<file path="config.mk">
export PLATFORM = sky130hd
export DESIGN_NAME = acc_cpu_param
export DESIGN_NICKNAME = d
export VERILOG_FILES = /design/src/rtl/acc_cpu_param.sv
export SDC_FILE = /design/constraint.sdc
export NUM_CORES = 1
export LEC_CHECK = 0
export BUFFER_PORTS_ARGS = -buffer_cell sky130_fd_sc_hd__buf_2
export CELL_PAD_IN_SITES_DETAIL_PLACEMENT = 0
export CELL_PAD_IN_SITES_GLOBAL_PLACEMENT = 1
export CORE_UTILIZATION = 40
export DETAILED_ROUTE_END_ITERATION = 8
export GPL_TIMING_DRIVEN = 0
export HOLD_SLACK_MARGIN = 0.08
export PLACE_DENSITY_LB_ADDON = 0.1
export RECOVER_POWER = 25
export SYNTH_ARGS = -nofsm -noshare
export SYNTH_HDL_FRONTEND = slang
export SYNTH_SLANG_ARGS = --single-unit
</file>
<file path="constraint.sdc">
create_clock -name clock -period 2.6 [get_ports clock]
set_clock_uncertainty 0.1 [all_clocks]
set_input_delay 0.26 -clock clock [delete_from_list [all_inputs] [get_ports clock]]
set_output_delay 0.26 -clock clock [all_outputs]
set_load 0.01 [all_outputs]
</file>
<file path="src/rtl/acc_cpu_param.sv">
// Parametrised accumulator CPU: FETCH/DECODE/EXEC control FSM, writable program
// store, immediate/carry arithmetic, jumps, and valid/ready IN/OUT handshakes.
//
// state    | meaning
// IDLE     | waiting for start after reset, program store writable
// FETCH    | synchronous read of program store at pc
// DECODE   | latch instruction into ir, advance pc
// EXEC     | execute the instruction in ir
// IN_WAIT  | in_ready high, waiting for in_valid
// OUT_WAIT | out_valid high, out_data held until out_ready
// HALT     | stopped, program store writable, start restarts at pc=0
module acc_cpu_param #(
  parameter int DATA_W = 8,
  parameter int ADDR_W = 4,
  parameter int OPND_W = 8,
  localparam int INSTR_W = 4 + OPND_W
) (
  input  logic               clock,
  input  logic               reset,
  input  logic               start,
  input  logic               prog_we,
  input  logic [ADDR_W-1:0]  prog_addr,
  input  logic [INSTR_W-1:0] prog_data,
  input  logic [DATA_W-1:0]  in_data,
  input  logic               in_valid,
  output logic               in_ready,
  output logic [DATA_W-1:0]  out_data,
  output logic               out_valid,
  input  logic               out_ready,
  output logic [DATA_W-1:0]  acc,
  output logic [ADDR_W-1:0]  pc,
  output logic               busy,
  output logic               halt,
  output logic               err
);

  typedef enum logic [2:0] {
    S_IDLE, S_FETCH, S_DECODE, S_EXEC, S_IN_WAIT, S_OUT_WAIT, S_HALT
  } state_t;

  localparam logic [3:0] OP_NOP  = 4'h0;
  localparam logic [3:0] OP_IN   = 4'h1;
  localparam logic [3:0] OP_OUT  = 4'h2;
  localparam logic [3:0] OP_DEC  = 4'h3;
  localparam logic [3:0] OP_INC  = 4'h4;
  localparam logic [3:0] OP_LDI  = 4'h5;
  localparam logic [3:0] OP_ADDI = 4'h6;
  localparam logic [3:0] OP_SUBI = 4'h7;
  localparam logic [3:0] OP_JMP  = 4'h8;
  localparam logic [3:0] OP_JNZ  = 4'h9;
  localparam logic [3:0] OP_JZ   = 4'hA;
  localparam logic [3:0] OP_JC   = 4'hB;
  localparam logic [3:0] OP_ILLC = 4'hC;
  localparam logic [3:0] OP_ILLD = 4'hD;
  localparam logic [3:0] OP_ILLE = 4'hE;
  localparam logic [3:0] OP_HALT = 4'hF;

  localparam logic [ADDR_W-1:0] PC_ONE  = 1;
  localparam logic [DATA_W-1:0] ACC_ONE = 1;

  state_t state, state_nxt;

  logic [INSTR_W-1:0] mem [2**ADDR_W];
  logic [INSTR_W-1:0] mem_q;
  logic [INSTR_W-1:0] ir;
  logic               c;

  logic [3:0]        opcode;
  logic [DATA_W-1:0] imm;
  logic [ADDR_W-1:0] tgt;
  logic              zero;
  logic              prog_ok;
  logic [DATA_W:0]   sum;

  assign opcode  = ir[INSTR_W-1:OPND_W];
  assign imm     = ir[DATA_W-1:0];
  assign tgt     = ir[ADDR_W-1:0];
  assign zero    = (acc == '0);
  assign prog_ok = (state == S_IDLE) || (state == S_HALT);
  assign sum     = {1'b0, acc} + {1'b0, imm};

  // Store has no reset so its contents survive a reset of the core.
  always_ff @(posedge clock) begin
    if (prog_we && prog_ok)
      mem[prog_addr] <= prog_data;
    if (state == S_FETCH)
      mem_q <= mem[pc];
  end

  always_comb begin
    state_nxt = state;
    case (state)
      S_IDLE, S_HALT: if (start) state_nxt = S_FETCH;
      S_FETCH:        state_nxt = S_DECODE;
      S_DECODE:       state_nxt = S_EXEC;
      S_EXEC: begin
        case (opcode)
          OP_IN:                     state_nxt = S_IN_WAIT;
          OP_OUT:                    state_nxt = S_OUT_WAIT;
          OP_HALT:                   state_nxt = S_HALT;
          OP_ILLC, OP_ILLD, OP_ILLE: state_nxt = S_HALT;
          default:                   state_nxt = S_FETCH;
        endcase
      end
      S_IN_WAIT:  if (in_valid && in_ready) state_nxt = S_FETCH;
      S_OUT_WAIT: if (out_ready) state_nxt = S_FETCH;
      default:    state_nxt = S_IDLE;
    endcase
  end

  always_ff @(posedge clock) begin
    if (!reset) begin
      state     <= S_IDLE;
      acc       <= '0;
      c         <= 1'b0;
      pc        <= '0;
      ir        <= '0;
      err       <= 1'b0;
      out_data  <= '0;
      in_ready  <= 1'b0;
      out_valid <= 1'b0;
      busy      <= 1'b0;
      halt      <= 1'b0;
    end else begin
      state     <= state_nxt;
      busy      <= (state_nxt != S_IDLE) && (state_nxt != S_HALT);
      halt      <= (state_nxt == S_HALT);
      in_ready  <= (state_nxt == S_IN_WAIT);
      out_valid <= (state_nxt == S_OUT_WAIT);
      case (state)
        S_IDLE: if (start) pc <= '0;
        S_HALT: begin
          if (start) begin
            pc  <= '0;
            err <= 1'b0;
          end
        end
        S_DECODE: begin
          ir <= mem_q;
          pc <= pc + PC_ONE;
        end
        S_EXEC: begin
          // Jump conditions see acc/c before this cycle's update.
          case (opcode)
            OP_NOP:  ;
            OP_OUT:  out_data <= acc;
            OP_DEC:  acc <= acc - ACC_ONE;
            OP_INC:  acc <= acc + ACC_ONE;
            OP_LDI:  acc <= imm;
            OP_ADDI: {c, acc} <= sum;
            OP_SUBI: begin
              acc <= acc - imm;
              c   <= (acc < imm);
            end
            OP_JMP:  pc <= tgt;
            OP_JNZ:  if (!zero) pc <= tgt;
            OP_JZ:   if (zero) pc <= tgt;
            OP_JC:   if (c) pc <= tgt;
            OP_ILLC, OP_ILLD, OP_ILLE: err <= 1'b1;
            default: ;
          endcase
        end
        S_IN_WAIT: if (in_valid && in_ready) acc <= in_data;
        default: ;
      endcase
    end
  end

endmodule

</file>
# Word level (Yosys, flattened, before mapping)
# Memory sizes are Yosys's and may differ from the RTL's. A register that Yosys moved wholly into a read port is not among the register bits.
# Index checks and enable logic that the tools add are counted.
totals:
  reg_bits: 41
  output_inout_bits: 25
  in_bits: 30
  memories: 1
  mem_bits_rw: 192
mem_list:
  columns: ["memory", "depth", "width", "rd", "rd_ports_with_merged_regs", "wr", "line_no", "source"]
  rows:
  - ["mem", 16, 12, 1, 1, 1, "63", "logic [INSTR_W-1:0] mem [2**ADDR_W];"]
classes:
  n_eq_ne: 34
  n_lt_le_gt_ge: 1
  n_mux: 20
  n_reduce_logical: 19
  addsub: 5
op_table:
  columns: ["op", "count"]
  rows:
  - ["one-hot mux 8 bit (5 select lines)", 1]
  - ["equality test 4 bit, second input constant", 8]
  - ["equality test 3 bit, second input constant", 6]
  - ["one-hot mux 3 bit (6 select lines)", 1]
  - ["equality test 4 x 3 -> 1 bit, second input constant", 4]
  - ["two-way mux 4 bit", 4]
  - ["one-hot mux 4 bit (4 select lines)", 1]
  - ["one-hot mux 8 bit (2 select lines)", 1]
  - ["!= test 3 bit, second input constant", 4]
  - ["one-hot mux 4 bit (3 select lines)", 1]
  - ["adder 8 x 8 -> 9 bit", 1]
  - ["two-way mux 3 bit", 3]
  - ["one-hot mux 3 bit (3 select lines)", 1]
  - ["adder 8 x 1 -> 8 bit, second input constant", 1]
  - ["equality test 4 x 2 -> 1 bit, second input constant", 2]
  - ["logical NOT 8 bit", 1]
  - ["less-than comparator 8 bit", 1]
  - ["two-way mux 8 bit", 1]
  - ["subtractor 8 x 1 -> 8 bit, second input constant", 1]
  - ["subtractor 8 bit", 1]
  - ["equality test 3 x 2 -> 1 bit, second input constant", 2]
  - ["!= test 6 x 1 -> 1 bit, second input constant", 1]
  - ["AND reduction 3 bit", 2]
  - ["AND reduction 6 bit", 1]
  - ["other kinds (17)", 29]

# Depth between registers and ports, before layout
# Gate-level depths: netlist of the first run.
logic_depth:
  ltp_word: 6
  depth_mapped: 10
  mapped_depth_nobuf: 10

# Worst setup path before layout of the first run
# Ideal clock, no wire load.
synth_timing:
  path_kind: "register to register"
  start: "register state[2]"
  end: "memory mem[0][0] (netlist bit), enable pin"
  setup_ns: 0.396
  period_less_slack_ns: 2.576
  t_required_ns: 2.104
  setup_slack_ns: 0.024
  stages_incl_launch_ff: 6
  t_arrival_ns: 2.080
  path_cell_list: "dfxtp_1 > buf_2 > nand2b_2 > nand4_1 > or3_1 > nor3_1"
synth_via:
  elab_chain_len: 5
synth_lines:
  columns: ["item", "line_no", "source"]
  rows:
  - ["start, declared", "61", "state_t state, state_nxt;"]
  - ["start signal, assigned", "125", "state <= state_nxt;"]
  - ["equality test 3 bit or logical NOT 3 bit (tied branches)", "79", "assign prog_ok = (state == S_IDLE) || (state == S_HALT);"]
  - ["logical OR 1 bit (*)", "79", null]
  - ["logical AND 1 bit (*)", "84", "if (prog_we && prog_ok)"]
  - ["two-way mux 1 bit (*)", "84", null]
  - ["two-way mux 1 bit (implied by the code) (*)", "85", "mem[prog_addr] <= prog_data;"]
  - ["end, declared", "63", null]
# Every way passes the cells marked *; elsewhere a longest branch is shown, timed or not.

# Worst setup path after layout of the first run
layout_timing:
  start: "register ir[8]"
  end: "register acc[6]"
layout_via:
  elab_chain_len: 3
layout_lines:
  columns: ["item", "line_no", "source"]
  rows:
  - ["start, declared", "65", "logic [INSTR_W-1:0] ir;"]
  - ["start signal, assigned", "139", "ir <= mem_q;"]
  - ["equality test 4 x 3 -> 1 bit or equality test 4 x 2 -> 1 bit (tied branches)", "144", "case (opcode)"]
  - ["one-hot mux 8 bit (5 select lines) or != test 6 x 1 -> 1 bit (tied branches)", null, null]
  - ["one-hot mux 8 bit (2 select lines) or AND reduction 3 bit (tied branches)", null, null]
  - ["end signal, assigned", "147", "OP_DEC: acc <= acc - ACC_ONE;"]
  - ["end signal, assigned", "148", "OP_INC: acc <= acc + ACC_ONE;"]
  - ["end signal, assigned", "149", "OP_LDI: acc <= imm;"]
  - ["end, declared", "30", "output logic [DATA_W-1:0] acc,"]
# Several ways; a longest one is shown, not always the timed one.
# A chain may end at the register's enable or synchronous reset.

==> run_results.csv, run 1 <==
group,metric,value,unit
synth,yosys_warnings,0,
synth,mappedNetlistNets,784,
grt,busiest_layer,"met2",
timing,setup_viol,0,
routing,antenna_left,0,
timing,final_max_slew_viol_count,0,
placed_design,hpwl,18700,um
cells_and_area,drive_gt1_share,24.6,%
routing,viasPerCell,5.51,
grt,grt_max_degree,17,
critical_path,reg2regPathDepth,10,
placed_design,place_inst,1134,
worst_hold_path,holdPathStages,5,
cells_and_area,fillers,2290,
critical_path,critical_path_buf_inv_count,1,
status,status,"completed",
critical_path,worstSetupPathType,"flip-flop to flip-flop",
grt,grt_pass1_vias,6913,
grt,grt_overflow,0,
synth,synthSimpleGateAreaFrac,8.22,%
synth,synth_cells,727,
timing,maxSlewHeadroom,37.3,%
clock_network,htree_levels,1,
timing,finalCritPeriodShare,97.4,%
cells_and_area,layout.area.seq,6960,sq um
die,fp.coreArea,27000,sq um
die,fp.dieArea,28100,sq um
synth,synthAdderAreaFrac,3.28,%
synth,synth_cell_types,66,
placed_design,place_congestion,0.895,
power,peakVddDrop,0.528,mV
clock_network,cts.sinks,245,
grt,grt.total_usage,19.9,%
worst_hold_path,holdPathEnd,"acc[5]$_SDFFE_PN0P_",
timing,fmax,395,MHz
routing,drc,0,
critical_path,startpoint_type,"flip-flop",
power,leakage,0.00452,uW
synth,synth_mux_area_share,14.3,%
worst_hold_path,hp-class,"primary input to flip-flop",
clock_network,ctsLongestPathBuffers,3,
cells_and_area,syn_to_final_growth,20.4,%
synth,seq_area_frac_synth,63.3,%
die,rows,60,
critical_path,r2r_end,"acc[6]$_SDFFE_PN0P_",
timing,min_period,2.53,ns
synth,synth_top_family_by_area,"multiplexers",
synth,async_flop_share,0,%
grt,grt_pass1_wl,41400,um
critical_path,slowest_delay,0.41,ns
synth,synth_edf_count,204,
power,p_per_area,660,nW/um^2
grt,grt_util_met1,24.8,%
clock_network,clkSlewWorstSetupHoldPaths,0.07,ns
clock_network,cts_buffers,26,
die,die_w,168,um
critical_path,crit_fanout,9,
critical_path,rrSetupSlack,0.07,ns
critical_path,worstPathRequired,2.91,ns
synth,ys.flop_type,"edfxtp_1",
synth,synth_xor_area_share,0.638,%
cells_and_area,antennaDiodeCount,0,
grt,grtUsageMet3,3.00,%
grt,antenna_found_initial,0,
critical_path,cp.arrival,2.84,ns
die,die_h,168,um
critical_path,slowest_stage,"ha_1",
grt,met2_usage,35.8,%
cells_and_area,fin_cells,1212,
routing,routedWlPerCell,22.7,um
clock_network,clock_latency,0.53,ns
placed_design,portBuffers,54,
synth,yosys_register_bits,245,
routing,drt_first_pass_iters,4,
synth,synth_compound_area_share,7.79,%
critical_path,cp-end-kind,"flip-flop",
routing,drt-total-wl,27600,um
synth,yosysTopAreaCellShare,55.8,%
job,maxCapViolations,0,
routing,drtIter0Drc,400,
synth,synth_area_leaders,"edfxtp_1 (56%), mux4_1 (7.9%), dfxtp_1 (7.5%)",
critical_path,path_cells,"buf_2 -> nor2_4 -> nand3_4 -> ha_1 -> a211oi_2 -> nor3_1 -> a211oi_1 -> o211ai_1 -> a211oi_4 -> o22ai_1",
die,io_pins,55,
cells_and_area,multi_input_area,3990,sq um
timing,fin_hold_ws,0.0832,ns
cells_and_area,fin_nets,909,
routing,vias,6684,
timing,hold_viol_final,0,
synth,yosysTopAreaCell,"edfxtp_1",
critical_path,r2r_start,"ir[8]$_SDFFE_PN0P_",
timing,worstMarginPinSlew,0.941,ns
clock_network,cts_tree,"done",
synth,synth_area,11000,sq um
synth,avgSynthCellArea,15.1,sq um
die,start_util,40.7,%
critical_path,cp_top_family,"compound AO/OA/AOI/OAI gates",
clock_network,root_buffer,"clkbuf_16",
worst_hold_path,min_from,"in_data[5]",
-- synth_stat cells (6+ instances only) --
cell / count
buf_2: 12
nand3_1: 7
o211ai_1: 9
nand2_1: 58
ha_1: 24
a21oi_1: 39
buf_6: 6
dfxtp_1: 41
inv_1: 19
mux4_2: 27
nand2b_1: 11
mux2i_1: 8
a211oi_1: 11
xnor2_1: 6
nor2b_1: 10
clkbuf_1: 16
o21ai_0: 26
nor3_1: 17
nor2_1: 60
mux4_1: 33
edfxtp_1: 204
-- worst min-delay path, stage by stage --
cell and delay, ns:
buf_2 0.08, nor2_1 0.04, nand2_1 0.05, o211ai_1 0.12
a21oi_1 0.12
-- cell usage in the layout (no fill, tap or decap), drive strengths merged, types with 4 or more instances in the layout --
cell | netlist | final
a211oi | 11 | 11
a21oi | 39 | 39
a221oi | 4 | 4
a31oi | 4 | 4
and2 | 4 | 4
buf | 20 | 88
clkbuf | 17 | 60
clkinv | 1 | 7
dfxtp | 41 | 41
dlygate4sd3 | 0 | 20
edfxtp | 204 | 204
ha | 24 | 24
inv | 19 | 20
mux2i | 8 | 8
mux4 | 60 | 60
nand2 | 58 | 58
nand2b | 13 | 13
nand3 | 7 | 7
nand4 | 4 | 4
nor2 | 60 | 60
nor2b | 10 | 10
nor3 | 17 | 17
o211ai | 9 | 9
o21a | 4 | 4
o21ai | 29 | 29
o22ai | 4 | 4
xnor2 | 6 | 6
-- what timing repair did --
item                                    4_1_cts  5_1_grt
hold buffers                                 20        0
endpoints found under the setup margin      144      159
gates cloned                                  0        0
hold endpoints to repair                    206        0
resized for setup                            17       42
buffers inserted                              4        7
pin swaps                                     3        9
-- area by class of cell --
cell class                 count  area share (%)
tap                          341            3.23
timing repair buffer          97            5.35
sequential                   245            52.7
clock buffer                  34            5.31
buffer                        37            1.59
clock inverter                13            1.10
multi-input combinational    425            30.2
inverter                      20           0.587
-- state kept, by name, summed over array words and instances, names as in the netlist --
signal / count
mem_q: 12
state: 3
ir: 12
out_data: 8
pc: 4
mem: 192
acc: 8
err: 1
in_ready: 1
out_valid: 1
halt: 1
busy: 1
c: 1
-- per-layer routing --
metal  routed length [um]  share of wire, %  vias to the layer above
met4                  666               2.4                        0
met3                 1150               4.2                       49
met1                11400                41                     3352
met5                    0                 0                        -
met2                14300                52                      157
li1                     -                 -                     3126
-- worst max-delay path by stage --
stage                                   start              endpoint  slack, ns  cells past startpoint
after global placement    state[2]$_SDFF_PN0_   mem[0][0]$_DFFE_PP_      -1.50                      5
after detailed placement   ir[8]$_SDFFE_PN0P_   acc[6]$_SDFFE_PN0P_      -0.51                     10
after floorplan           state[2]$_SDFF_PN0_   mem[0][0]$_DFFE_PP_       0.02                      5
after CTS                 state[2]$_SDFF_PN0_  mem[9][11]$_DFFE_PP_      -0.18                      6
final                      ir[8]$_SDFFE_PN0P_   acc[6]$_SDFFE_PN0P_       0.07                     10
after global routing       ir[8]$_SDFFE_PN0P_   acc[6]$_SDFFE_PN0P_      -0.04                     10
-- power by group --
part	internal (uW)	total, uW	switching (uW)
Sequential	4320	4360	38.5
Combinational	284	681	396
Clock	2200	3680	1490
-- metrics by stage --
stage | setup TNS (ns) | setup WS (ns) | util, % | total power [uW] | cell area (sq um)
CTS | -9.74 | -0.178 | 48.3 | 8770 | 13000
global route | -0.148 | -0.0416 | 49.0 | 9000 | 13200
finish | 0 | 0.0671 | 49.0 | 8720 | 13200
global placement | -140.83 | -1.50 | 43.3 | 5030 | 11700
detailed placement | -20.13 | -0.512 | 44.0 | 5060 | 11900
floorplan | 0 | 0.0238 | - | 4820 | 11000
-- logic make-up (layout without fill, tap and decap cells) --
kind of cell	count (synthesis)	in the layout
muxes	69	69
and+or+nand+nor	190	190
DFF	245	245
xor gates and xnor gates	8	8
AOI/OAI and AO/OA	131	131
buffers and inverters	57	201
adders and majority gates	27	27
Power figures use the tool's default switching activity.
==> inputs of run 2 (changes only) <==
- CORE_MARGIN: not set -> 5
- clock period: 2.6 -> 3.15 ns (I/O delays scaled with it)
==> run 2 against run 1 <==
Fmax decreased by 14%. Die area increased by 9.8%. Clock power decreased by 21%. Largest power group unchanged. Core utilization decreased by 1.4 points. Setup slack improved by 0.15 ns. Critical path depth decreased by 4. Critical endpoint is now mem[11][0]$_DFFE_PP_.
==> run_results.csv, run 2 (same netlist as run 1, synthesis figures left out) <==
group,metric,value,unit
cells_and_area,fin_nets,898,
cells_and_area,antennaDiodeCount,0,
job,maxCapViolations,0,
critical_path,critical_path_buf_inv_count,2,
cells_and_area,drive_gt1_share,19.3,%
cells_and_area,final_cell_mix,"edfxtp_1 (204), nand2_1 (58), buf_2 (56)",
power,p_per_area,546,nW/um^2
critical_path,slowest_delay,1.05,ns
cells_and_area,largest_reg_flops,192,
critical_path,cp_top_family,"simple AND/OR/NAND/NOR gates",
die,fp.dieArea,30900,sq um
cells_and_area,fillers,2367,
critical_path,worstSetupPathType,"flip-flop to flip-flop",
cells_and_area,fin_area,12900,sq um
critical_path,slowest_stage,"nor2_1",
die,io_pins,55,
routing,drc,0,
power,switching_share,22.3,%
placed_design,hpwl,19200,um
grt,grt_overflow,0,
power,peakVddDrop,0.444,mV
power,power,7040,uW
placed_design,portBuffers,54,
cells_and_area,layout_commonest_cell,"edfxtp_1",
die,fp.coreArea,27000,sq um
grt,antenna_found_initial,0,
timing,min_period,2.93,ns
power,combPwrFrac,7.4,%
cells_and_area,reg_top3,"mem x192, ir x12, mem_q x12",
cells_and_area,max_flop_register,"mem",
grt,grt.total_usage,17.7,%
critical_path,rrSetupSlack,0.22,ns
critical_path,cp-end-kind,"flip-flop",
die,start_util,40.6,%
clock_network,ctsLongestPathBuffers,3,
clock_network,cts_setup_buffers,0,
die,die_w,176,um
die,rows,60,
power,power_frac_clock,41.4,%
routing,routedWlPerCell,22.9,um
critical_path,startpoint_type,"flip-flop",
placed_design,dp_slack,0.0534,ns
timing,worstMarginPinSlew,1.31,ns
worst_hold_path,hp-class,"primary input to flip-flop",
power,switchingPower,1570,uW
cells_and_area,layout.area.seq,6950,sq um
critical_path,worstPathRequired,3.19,ns
status,status,"completed",
routing,drt_first_pass_iters,4,
clock_network,cts_buffers,26,
power,p_seq_share,51.1,%
power,leakage,0.00440,uW
timing,finalCritPeriodShare,93.1,%
clock_network,cts.sinks,245,
clock_network,clock_latency,0.54,ns
timing,final_max_slew_viol_count,0,
routing,drt-total-wl,27500,um
routing,vias,6660,
clock_network,root_buffer,"clkbuf_16",
routing,viasPerCell,5.55,
timing,fmax,341,MHz
cells_and_area,syn_to_final_growth,17.3,%
critical_path,cp.arrival,2.97,ns
critical_path,path_cells,"buf_2 -> nand2b_2 -> nand4_1 -> inv_1 -> nand3_1 -> nor2_1",
timing,rsz0062_at_grt,"no",
timing,setup_viol,0,
grt,grt_pass1_wl,41500,um
routing,drtIter0Drc,452,
grt,grt_pass1_vias,6963,
clock_network,htree_levels,1,
timing,setup_ws,0.217,ns
placed_design,place_inst,1136,
grt,grt_max_degree,17,
clock_network,clkSlewWorstSetupHoldPaths,0.06,ns
placed_design,place_area,11900,sq um
critical_path,crit_fanout,12,
cells_and_area,fin_cells,1201,
timing,maxSlewHeadroom,12.6,%
placed_design,place_congestion,0.872,
power,intPower,5470,uW
timing,hold_viol_final,0,
die,die_h,176,um
clock_network,cts_tree,"done",
cells_and_area,multi_input_area,3800,sq um
routing,antenna_left,0,
[run 2: cell count changes in the layout (fill, tap and decap cells not counted), moves of 5 or more]
cell	delta
buf_4	-12
dfxtp_1	+10
dfxtp_2	-9
nor2_4	-9
buf_6	+7
clkbuf_1	+6
clkbuf_2	-5
nor2_1	+5
[run 2: layout make-up]
cell class / count / area share [%]
tap: 341 / 3.31
multi-input combinational: 425 / 29.5
buffer: 37 / 1.58
timing repair buffer: 86 / 4.68
inverter: 20 / 0.583
sequential: 245 / 53.9
clock inverter: 14 / 1.10
clock buffer: 33 / 5.26
[run 2: per-layer routing]
| layer | part of all wire [%] | track usage [%] | vias up |
|---|---|---|---|
| li1 | - | - | 3093 |
| met1 | 38 | 20.7 | 3372 |
| met2 | 55 | 33.9 | 146 |
| met3 | 4.2 | 2.41 | 49 |
| met4 | 2.8 | 4.94 | 0 |
| met5 | 0 | 0 | - |
[run 2: worst min-delay path, stage by stage]
cell and delay (ns):
buf_2 0.08, nor2_1 0.04, nand2_1 0.06, o211ai_1 0.09, a21oi_1 0.11
[run 2: power by group through the flow]
| stage | Sequential (uW) | Clock (uW) | Combinational, uW |
|---|---|---|---|
| after floorplan | 3660 | 0 | 324 |
| after global placement | 3670 | 0 | 485 |
| after detailed placement | 3670 | 0 | 510 |
| after CTS | 3600 | 2980 | 530 |
| after global routing | 3600 | 3120 | 572 |
| final | 3600 | 2910 | 523 |
[run 2: final timing paths]
kind / startpoint / endpoint / cells after the start
worst min register to register: err$_SDFFE_PN0P_ / err$_SDFFE_PN0P_ / 2
worst max-delay path: state[2]$_SDFF_PN0_ / mem[11][0]$_DFFE_PP_ / 6
worst min-delay path: in_data[3] / acc[3]$_SDFFE_PN0P_ / 5
worst max register to register: state[2]$_SDFF_PN0_ / mem[11][0]$_DFFE_PP_ / 6
[run 2: what timing repair did]
action                     in CTS  in global routing
setup endpoints to repair       0                  1
hold endpoints to repair      201                  0
hold buffers                   18                  0
resized for setup               0                  1
[run 2: through the flow]
stage	hold WS [ns]	utilization (%)	TNS, ns
final	0.109	47.7	0
after global routing	0.124	47.7	0
after CTS	0.0966	47.7	0
after detailed placement	0.370	44.0	0
after global placement	0.367	43.2	-36.77
after floorplan	0.314	-	0
==> inputs of run 3 (changes only) <==
- ABC_AREA: not set -> 1
- BUFFER_PORTS_ARGS: -buffer_cell sky130_fd_sc_hd__buf_2 -> -buffer_cell sky130_fd_sc_hd__clkbuf_2
==> run 3 against run 2 <==
Total power up 31%. Via count up 15%. Flip-flop and latch count unchanged. Sequential share of layout area up 1.3 points. Critical path type unchanged. Largest cell class unchanged.
==> run_results.csv, run 3 <==
group,metric,value,unit
clock_network,htree_levels,1,
clock_network,ctsLongestPathBuffers,3,
placed_design,portBuffers,54,
grt,grt_max_degree,17,
clock_network,root_buffer,"clkbuf_16",
timing,setup_ws,0.208,ns
routing,viasPerCell,5.44,
synth,synth_cell_types,42,
worst_hold_path,holdPathEnd,"err$_SDFFE_PN0P_",
die,start_util,40.4,%
synth,async_flop_share,0,%
timing,min_period,2.94,ns
synth,synth_area_leaders,"edfxtp_1 (57%), dfxtp_1 (7.6%), nor2_1 (4.3%)",
timing,maxSlewHeadroom,14.2,%
critical_path,path_cells,"nor2_1 -> inv_1 -> o21ai_0 -> inv_2 -> nor2_1 -> nand3_1 -> nor2_1",
worst_hold_path,hp-class,"primary input to flip-flop",
placed_design,place_congestion,0.842,
critical_path,reg2regPathDepth,7,
routing,drt_first_pass_iters,5,
critical_path,cp.arrival,2.99,ns
cells_and_area,fin_cells,1403,
job,maxCapViolations,0,
timing,worstMarginPinSlew,1.28,ns
status,status,"completed",
power,power,9210,uW
routing,drc,0,
critical_path,worstSetupPathType,"flip-flop to flip-flop",
die,die_h,175,um
placed_design,place_inst,1345,
synth,avgSynthCellArea,11.4,sq um
timing,fmax,340,MHz
synth,yosysTopAreaCell,"edfxtp_1",
die,die_w,175,um
cells_and_area,drive_gt1_share,12.4,%
power,p_seq_share,41.2,%
critical_path,r2r_end,"mem[3][11]$_DFFE_PP_",
power,combPwrFrac,22.6,%
critical_path,r2r_start,"state[0]$_SDFF_PN0_",
clock_network,cts_buffers,27,
synth,synth_cells,949,
worst_hold_path,min_from,"reset",
synth,yosysTopAreaCellShare,56.6,%
grt,antenna_found_initial,0,
clock_network,cts_tree,"done",
die,fp.coreArea,26800,sq um
clock_network,cts_setup_buffers,0,
routing,drtIter0Drc,563,
power,power_frac_clock,36.3,%
power,peakVddDrop,0.415,mV
cells_and_area,max_flop_register,"mem",
synth,ys.flop_type,"edfxtp_1",
critical_path,slowest_delay,1.00,ns
timing,finalCritPeriodShare,93.4,%
clock_network,cts.sinks,245,
timing,hold_viol_final,0,
cells_and_area,syn_to_final_growth,16.2,%
clock_network,clock_latency,0.54,ns
power,intPower,6380,uW
die,io_pins,55,
cells_and_area,final_cell_mix,"edfxtp_1 (204), nor2_1 (115), nand2_1 (95)",
synth,yosys_register_bits,245,
synth,mappedNetlistNets,1006,
grt,grt_pass1_vias,7430,
routing,vias,7631,
grt,grt_pass1_wl,46300,um
timing,final_max_slew_viol_count,0,
grt,grt.total_usage,20.0,%
synth,yosys_warnings,0,
worst_hold_path,holdPathStages,3,
critical_path,startpoint_type,"flip-flop",
cells_and_area,reg_top3,"mem x192, ir x12, mem_q x12",
placed_design,hpwl,21700,um
timing,rsz0062_at_grt,"yes",
critical_path,cp_top_family,"simple AND/OR/NAND/NOR gates",
critical_path,critical_path_buf_inv_count,2,
critical_path,slowest_stage,"nor2_1",
grt,grt_overflow,0,
power,switching_share,30.7,%
critical_path,rrSetupSlack,0.21,ns
critical_path,path_common_cell,"nor2_1",
critical_path,cp-end-kind,"flip-flop",
die,fp.dieArea,30500,sq um
placed_design,dp_slack,0.0795,ns
critical_path,worstPathRequired,3.20,ns
die,rows,60,
routing,routedWlPerCell,22.2,um
synth,synth_edf_count,204,
critical_path,crit_fanout,12,
power,p_per_area,732,nW/um^2
routing,antenna_left,0,
timing,setup_viol,0,
cells_and_area,antennaDiodeCount,0,
cells_and_area,fin_nets,1098,
synth,yosysMostFrequentCell,"edfxtp_1",
power,leakage,0.00453,uW
cells_and_area,largest_reg_flops,192,
clock_network,clkSlewWorstSetupHoldPaths,0.06,ns
synth,seq_area_frac_synth,64.2,%
synth,yosys-top-cells-count,"edfxtp_1 (204), nor2_1 (125), nand2_1 (95)",
power,switchingPower,2830,uW
cells_and_area,layout_commonest_cell,"edfxtp_1",
synth,synth_area,10800,sq um
routing,drt-total-wl,31200,um
## run 3: layer usage
layer,GRT usage [%],share of wire [%]
met1,25.1,41
met2,35.0,50
met3,2.59,4.5
met4,8.41,4.7
met5,0,0
## run 3: logic make-up (layout without fill, tap and decap cells)
logic type                 Yosys count  count (layout)  share of synthesized area, %
DFF                                245             245                          64.2
buffers and inverters              114             227                          4.14
xor gates and xnor gates             4               4                         0.324
AOI/OAI and AO/OA                  226             226                          13.1
adders and majority gates           27              27                          3.33
and+or+nand+nor                    297             297                          11.6
muxes                               36              36                          3.33
## run 3: what timing repair did
| action | in CTS | in global routing |
|---|---|---|
| hold buffers | 7 | 0 |
| endpoints found under the hold margin | 7 | 0 |
| setup endpoints to repair | 0 | 81 |
| resized for setup | 0 | 6 |
## run 3: area by class of cell
| cell class | instances | area (sq um) |
|---|---|---|
| Clock buffer | 36 | 739 |
| Inverter | 70 | 264 |
| Tap cell | 341 | 427 |
| Clock inverter | 14 | 213 |
| Fill cell | 2508 | 14200 |
| Sequential cell | 245 | 6950 |
| Timing Repair Buffer | 63 | 348 |
| Multi-Input combinational cell | 590 | 3460 |
| Buffer | 44 | 184 |
## run 3: worst max-delay path by stage
stage | from | to | slack, ns | cells after the start
2_1_floorplan | ir[10]$_SDFFE_PN0P_ | acc[5]$_SDFFE_PN0P_ | 0.96 | 12
3_3_place_gp | state[0]$_SDFF_PN0_ | mem[7][2]$_DFFE_PP_ | 0.07 | 7
3_5_place_dp | state[0]$_SDFF_PN0_ | mem[7][0]$_DFFE_PP_ | 0.08 | 7
4_1_cts | state[0]$_SDFF_PN0_ | mem[7][0]$_DFFE_PP_ | 0.09 | 7
5_1_grt | state[1]$_SDFF_PN0_ | mem[15][8]$_DFFE_PP_ | -0.05 | 7
6_report | state[0]$_SDFF_PN0_ | mem[3][11]$_DFFE_PP_ | 0.21 | 7
## run 3: worst min-delay path, cell delays in order
cell and delay [ns]:
clkbuf_2 0.20, o21ai_0 0.12, a21oi_1 0.05
## run 3: power groups by stage
| stage | sequential (uW) | combinational [uW] | clock (uW) |
|---|---|---|---|
| after global placement | 3860 | 2070 | 0 |
| final | 3790 | 2080 | 3340 |
| after CTS | 3790 | 2080 | 3380 |
| after global routing | 3810 | 2260 | 3540 |
| after detailed placement | 3860 | 2070 | 0 |
| after floorplan | 3850 | 1280 | 0 |
## run 3: per-stage QoR
stage	utilization, %	TNS [ns]	cell area (sq um)	hold WS [ns]
final	46.9	0	12600	0.106
after global routing	46.9	-0.953	12600	0.0947
after CTS	46.9	0	12600	0.0875
after detailed placement	43.0	0	11500	0.379
after global placement	43.0	0	11500	0.374
after floorplan	-	0	10800	0.314
